===== config.mk =====
export PLATFORM = sky130hd
export DESIGN_NAME = img_fetch_ctrl
export DESIGN_NICKNAME = d
export VERILOG_FILES = /design/src/rtl/img_pkg.sv /design/src/rtl/pix_fifo.sv /design/src/rtl/img_fetch_ctrl.sv
export SDC_FILE = /design/constraint.sdc
export NUM_CORES = 1
export LEC_CHECK = 0
export ABC_AREA = 1
export CAP_MARGIN = 20
export CORE_MARGIN = 2
export CORE_UTILIZATION = 35
export CTS_BUF_LIST = sky130_fd_sc_hd__clkbuf_16
export CTS_CLUSTER_DIAMETER = 100
export DETAILED_ROUTE_END_ITERATION = 10
export RECOVER_POWER = 50
export SLEW_MARGIN = 20
export SYNTH_ARGS = -nofsm -noshare
export SYNTH_HDL_FRONTEND = slang
export SYNTH_HIERARCHICAL = 1
export SYNTH_SLANG_ARGS = --single-unit

===== constraint.sdc =====
create_clock -name clk -period 3.1 [get_ports clk]
set_clock_uncertainty 0.15 [all_clocks]
set_input_delay 0.31 -clock clk [delete_from_list [all_inputs] [get_ports clk]]
set_output_delay 0.31 -clock clk [all_outputs]
set_load 0.02 [all_outputs]

===== src/rtl/img_pkg.sv =====
// rtl/img_pkg.sv - shared image-pipeline FSM states, size defaults and width helper
package img_pkg;

    localparam int IMG_ROW_DEF = 540;
    localparam int IMG_COL_DEF = 540;
    localparam int DATA_W_DEF  = 8;
    localparam int DBG_W       = 10;

    typedef enum logic [1:0] {
        ST_IDLE  = 2'd0,
        ST_FETCH = 2'd1,
        ST_DRAIN = 2'd2,
        ST_DONE  = 2'd3
    } fetch_state_t;

    // Bits needed to hold any value in 0..n (a counter that can reach n).
    function automatic int cnt_width(input int n);
        int w;
        w = 1;
        while ((1 << w) <= n) w++;
        return w;
    endfunction

endpackage


===== src/rtl/pix_fifo.sv =====
// rtl/pix_fifo.sv - synchronous pixel FIFO with occupancy count, async active-low reset
module pix_fifo
    import img_pkg::*;
#(
    parameter  int DATA_W = 8,
    parameter  int DEPTH  = 4,
    localparam int AW     = $clog2(DEPTH),
    localparam int CW     = cnt_width(DEPTH)
) (
    input  logic              clk,
    input  logic              rst_n,
    input  logic              push,
    input  logic [DATA_W-1:0] push_data,
    input  logic              pop,
    output logic [DATA_W-1:0] data,
    output logic [CW-1:0]     count,
    output logic              empty
);

    logic [DATA_W-1:0] mem [DEPTH];
    logic [AW-1:0]     wr_ptr;
    logic [AW-1:0]     rd_ptr;
    logic              do_pop;

    assign do_pop = pop && !empty;

    always_ff @(posedge clk or negedge rst_n) begin
        if (!rst_n) begin
            wr_ptr <= '0;
            rd_ptr <= '0;
            count  <= '0;
            for (int i = 0; i < DEPTH; i++) mem[i] <= '0;
        end else begin
            if (push) begin
                mem[wr_ptr] <= push_data;
                wr_ptr      <= wr_ptr + 1'b1;
            end
            if (do_pop) rd_ptr <= rd_ptr + 1'b1;
            if (push && !do_pop)      count <= count + 1'b1;
            else if (!push && do_pop) count <= count - 1'b1;
        end
    end

    assign data  = mem[rd_ptr];
    assign empty = (count == '0);

endmodule


===== src/rtl/img_fetch_ctrl.sv =====
// rtl/img_fetch_ctrl.sv - row-major BRAM image streamer with credit-managed output FIFO
// Optional one-pixel zero border when BORDER_PAD_EN is defined.
module img_fetch_ctrl
    import img_pkg::*;
#(
    parameter int IMG_ROW  = IMG_ROW_DEF,
    parameter int IMG_COL  = IMG_COL_DEF,
    parameter int DATA_W   = DATA_W_DEF,
    parameter int ADDR_W   = 19,
    parameter int RD_LAT   = 1,
    parameter int FIFO_DEP = 4
) (
    input  logic              clk,
    input  logic              rst_n,
    output logic              ena_o,
    output logic              wea_o,
    output logic [ADDR_W-1:0] addr_o,
    output logic [DATA_W-1:0] d2mem_o,
    input  logic [DATA_W-1:0] mem2d_i,
    output logic [DATA_W-1:0] data_o,
    output logic              data_en_o,
    input  logic              data_rdy_i,
    input  logic              fetch_run_i,
    output logic              fetch_done_o,
    output logic [DBG_W-1:0]  cnt_img_row_o,
    output logic [DBG_W-1:0]  cnt_img_col_o
);

`ifdef BORDER_PAD_EN
    localparam int N_ROWS = IMG_ROW + 2;
    localparam int N_COLS = IMG_COL + 2;
`else
    localparam int N_ROWS = IMG_ROW;
    localparam int N_COLS = IMG_COL;
`endif
    localparam int               CW       = cnt_width(FIFO_DEP);
    localparam logic [DBG_W-1:0] LAST_ROW = DBG_W'(N_ROWS - 1);
    localparam logic [DBG_W-1:0] LAST_COL = DBG_W'(N_COLS - 1);
    localparam logic [CW:0]      DEP_C    = (CW+1)'(FIFO_DEP);

    fetch_state_t      state;
    fetch_state_t      state_nx;
    logic [DBG_W-1:0]  row;
    logic [DBG_W-1:0]  col;
    logic [ADDR_W-1:0] addr;
    logic [RD_LAT-1:0] iss_sr;
    logic [CW-1:0]     inflight;
    logic [CW-1:0]     fifo_cnt;
    logic              fifo_empty;
    logic              credit_ok;
    logic              issue;
    logic              rd_en;
    logic              push;
    logic              pop;
    logic [DATA_W-1:0] push_data;

    // Every issued beat owns a FIFO slot until popped, so the FIFO can never overflow.
    assign credit_ok = ({1'b0, fifo_cnt} + {1'b0, inflight}) < DEP_C;
    assign push      = iss_sr[RD_LAT-1];
    assign pop       = data_rdy_i && !fifo_empty;

    always_ff @(posedge clk or negedge rst_n) begin
        if (!rst_n) state <= ST_IDLE;
        else        state <= state_nx;
    end

    always_comb begin
        state_nx     = state;
        issue        = 1'b0;
        fetch_done_o = 1'b0;
        case (state)
            ST_IDLE:  if (fetch_run_i) state_nx = ST_FETCH;
            ST_FETCH: begin
                issue = credit_ok;
                if (credit_ok && row == LAST_ROW && col == LAST_COL) state_nx = ST_DRAIN;
            end
            ST_DRAIN: if (inflight == '0 && fifo_empty) state_nx = ST_DONE;
            ST_DONE: begin
                fetch_done_o = 1'b1;
                state_nx     = ST_IDLE;
            end
            default:  state_nx = ST_IDLE;
        endcase
    end

    always_ff @(posedge clk or negedge rst_n) begin
        if (!rst_n) begin
            row  <= '0;
            col  <= '0;
            addr <= '0;
        end else if (state == ST_IDLE) begin
            row  <= '0;
            col  <= '0;
            addr <= '0;
        end else if (issue) begin
            if (col == LAST_COL) begin
                col <= '0;
                row <= row + 1'b1;
            end else begin
                col <= col + 1'b1;
            end
            if (rd_en) addr <= addr + 1'b1;
        end
    end

    // Issue flag travels alongside the BRAM pipeline to mark when mem2d_i is valid.
    always_ff @(posedge clk or negedge rst_n) begin
        if (!rst_n) begin
            iss_sr   <= '0;
            inflight <= '0;
        end else begin
            iss_sr[0] <= issue;
            for (int i = 1; i < RD_LAT; i++) iss_sr[i] <= iss_sr[i-1];
            if (issue && !push)      inflight <= inflight + 1'b1;
            else if (!issue && push) inflight <= inflight - 1'b1;
        end
    end

`ifdef BORDER_PAD_EN
    logic              interior;
    logic [RD_LAT-1:0] pad_sr;

    assign interior = (row != '0) && (row != LAST_ROW) && (col != '0) && (col != LAST_COL);
    assign rd_en    = issue && interior;

    always_ff @(posedge clk or negedge rst_n) begin
        if (!rst_n) begin
            pad_sr <= '0;
        end else begin
            pad_sr[0] <= issue && !interior;
            for (int i = 1; i < RD_LAT; i++) pad_sr[i] <= pad_sr[i-1];
        end
    end

    assign push_data = pad_sr[RD_LAT-1] ? '0 : mem2d_i;
`else
    assign rd_en     = issue;
    assign push_data = mem2d_i;
`endif

    pix_fifo #(
        .DATA_W (DATA_W),
        .DEPTH  (FIFO_DEP)
    ) u_fifo (
        .clk       (clk),
        .rst_n     (rst_n),
        .push      (push),
        .push_data (push_data),
        .pop       (pop),
        .data      (data_o),
        .count     (fifo_cnt),
        .empty     (fifo_empty)
    );

    assign ena_o         = rd_en;
    assign wea_o         = 1'b0;
    assign d2mem_o       = '0;
    assign addr_o        = addr;
    assign data_en_o     = !fifo_empty;
    assign cnt_img_row_o = row;
    assign cnt_img_col_o = col;

endmodule


==> impl_metrics.tcl, run 1 <==
set metrics [dict create \
    io_buffer_count 61 \
    synthDominantCellAreaShare 0.433 \
    fmax_mhz 351 \
    synth.area.mux_share 0 \
    synth_common_cells "nand2_1 (165), dfrtp_1 (84), inv_1 (69)" \
    syn_inst 599 \
    status "finished, final reports clean" \
    ys_ff_latch 84 \
    drc 0 \
    cp-end-kind "primary output" \
    synthSimpleGateAreaFrac 0.287 \
    critPathArrivalTime_ps 2390 \
    post-dp-hpwl_mm 7.86 \
    synth_top_family_by_area "simple AND/OR/NAND/NOR gates" \
    synthTopCellsByArea "dfrtp_1 (43%), nand2_1 (13%), inv_1 (5.3%)" \
    min_period_over_period 0.918 \
    cts_tree "done" \
    drv_slew 0 \
    rows 43 \
    fill_cells 1393 \
    setup_viol_count_final 0 \
    cts-root-buf "clkbuf_16" \
    core_um2 13700 \
    crit_start "inflight[2]" \
    cap_violations 0 \
    grt_pass1_vias 3912 \
    reg2reg_from "inflight[2]" \
    wire_per_inst_um 13.4 \
    vias 4020 \
    critPathCapture "ena_o" \
    syn2layout_area_growth_pct 19.0 \
    crit_required_ps 2640 \
    ir_drop_uv 288 \
    rsz0062_at_grt "no" \
    io_pins 71 \
    synthArstFlopShare 1.00 \
    synth-edff-count 0 \
    wirelength_mm 11.3 \
    dieArea_um2 14800 \
    initial_core_util 0.354 \
    r2r_cells 10 \
    ys.flop_type "dfrtp_1" \
    path_max_fanout 8 \
    synth_fa_ha_area_frac 0.0469 \
    post-synth-top-count-cell "nand2_1" \
    min-delay-path-class "reg -> reg" \
    grt.total_usage 0.160 \
    hold_viol_final 0 \
    r2r-end "inflight[2]" \
    synth_largest_area_cell "dfrtp_1" \
    avgSynthCellArea_um2 8.11 \
    drive_gt1_frac 0.0737 \
    routed_via_density 4.76 \
    antenna_found_initial 0 \
    worst_slack_ps 255 \
    worstMarginPinSlew_ps 1420 \
    ys_seq_area_frac 0.433 \
    gp_congestion 0.822 \
    fin_nets 689 \
    tns_ps 0 \
    diodes 0 \
    h-tree-depth 3 \
    path_class "reg -> out" \
    placed_area_um2 5540 \
    cts_resized 0 \
    stdcell_area_um2 5780 \
    clock-sinks 84 \
    synth_area_um2 4860 \
    synth_compound_gate_area_share 0.107 \
    fp.dieW_um 122 \
    fin_crit_ps 2850 \
    dr.pass1.iters 5 \
    clock_latency_ps 340 \
    clk_pin_slew_ps 70 \
    grt_pass1_wl_mm 18.8 \
    seq_area_um2 2100 \
    ant_nets 0 \
    yosys_warnings 6 \
    synth_xor_area_frac 0.0216 \
    dp_slack_ps 578 \
    numCtsBuffers 9 \
    die_h_um 122 \
    initialDrtViolationCount 311 \
    overflow 0 \
    cts_hold_buffers 1 \
    p_leak_uw 0.00270 \
    clock_path_buffers 2 \
    max_slew_margin 0.0533 \
    r2r_setup_slack_ps 600 \
    grt_max_degree 56 \
    post_cts_buffers 0 \
    worstSetupStartpointType "flip-flop" \
    p_per_area_nw_per_um2 860 \
    yosysUniqueCellTypes 41 \
    multi_input_area_um2 2210 \
]
==> power by group <==
part	internal, uW	switching (uW)
Combinational	817	1340
Clock	638	482
Sequential	1420	270
Total	2880	2090
==> final cells by class <==
class                   instances  share of cell area
multi-input cells             422               0.383
flip-flops and latches         84               0.364
repair buffers                 67               0.112
inverters                      76              0.0498
clock buffers                   9              0.0390
well taps                     180              0.0390
clock inverters                 7              0.0139
==> cell families after synthesis <==
kind of cell             after synthesis
AO/OA/AOI/OAI                         86
buffers and inverters                101
XOR/XNOR                              12
adder cells (fa/ha/maj)               17
other                                  1
flip-flops                            84
AND/OR/NAND/NOR                      298
==> per-layer routing <==
metal / track usage / routed length, um / up-vias
li1: - / - / 2027
met5: 0 / 0 / -
met1: 0.212 / 5270 / 1893
met4: 0.0524 / 183 / 0
met3: 0.0375 / 515 / 13
met2: 0.260 / 5320 / 87
==> registers in the layout, summed over array words and instances (netlist names) <==
name / cells
addr_o: 19
u_fifo/count: 3
cnt_img_col_o: 10
u_fifo/wr_ptr: 2
inflight: 3
cnt_img_row_o: 10
iss_sr: 1
state: 2
u_fifo/mem: 32
u_fifo/rd_ptr: 2
==> worst min path at each step <==
stage | from | to | slack (ps) | cells past startpoint
final | u_fifo/mem[14] | u_fifo/mem[14] | 340 | 2
after global routing | u_fifo/mem[22] | u_fifo/mem[22] | 360 | 2
after CTS | u_fifo/mem[9] | u_fifo/mem[9] | 340 | 2
after detailed placement | rst_n | u_fifo/count[0] | 270 | 1
after global placement | rst_n | u_fifo/mem[31] | 260 | 1
after floorplan | rst_n | addr_o[0] | -140 | 0
==> worst max-delay path: stages, from the launching register on <==
cell and delay [ps]:
dfrtp_1 420, ha_1 300, inv_1 110, nand4_4 230
inv_2 190, buf_4 180, clkdlybuf4s50_1 610
==> through the flow <==
stage / util / instances / total power (uW) / hold WS (ps)
6_report: 0.421 / 845 / 4970 / 337
5_1_grt: 0.421 / 845 / 5360 / 359
4_1_cts: 0.427 / 845 / 5120 / 338
3_5_place_dp: 0.404 / 828 / 3970 / 265
3_3_place_gp: 0.404 / 828 / 3880 / 264
2_1_floorplan: - / 607 / 3370 / -136
==> layout by cell type, fill, tap and decap left out, types with 2 or more instances in the layout <==
cell type	count
nor3_2	2
nor2_4	2
clkinv_1	2
xnor2_1	7
nand3_1	35
nor2_1	47
inv_6	3
fa_1	2
inv_1	69
o21ai_0	44
a21oi_1	15
buf_4	3
and2_1	2
nor3_1	5
nand3_2	2
nand4_1	13
inv_2	5
o211ai_1	16
nor3b_1	2
dfrtp_1	84
nand2_2	3
clkdlybuf4s50_1	60
conb_1	9
xor2_1	5
o21ai_1	7
clkbuf_16	9
clkbuf_1	2
ha_1	15
nand2_1	169
nor2_2	8
nor2_8	2
Note: power is estimated with default switching activity, not from simulation.
==> inputs of run 2 (changes only) <==
TNS_END_PERCENT = 1   (was unset)
==> results of run 2 <==
The final DEF is identical to that of run 1; final timing and power are the same.
==> inputs of run 3 (changes only) <==
HOLD_SLACK_MARGIN = 0.12   (was unset)
==> results of run 3 <==
The final DEF is identical to that of run 1; final timing and power are the same.
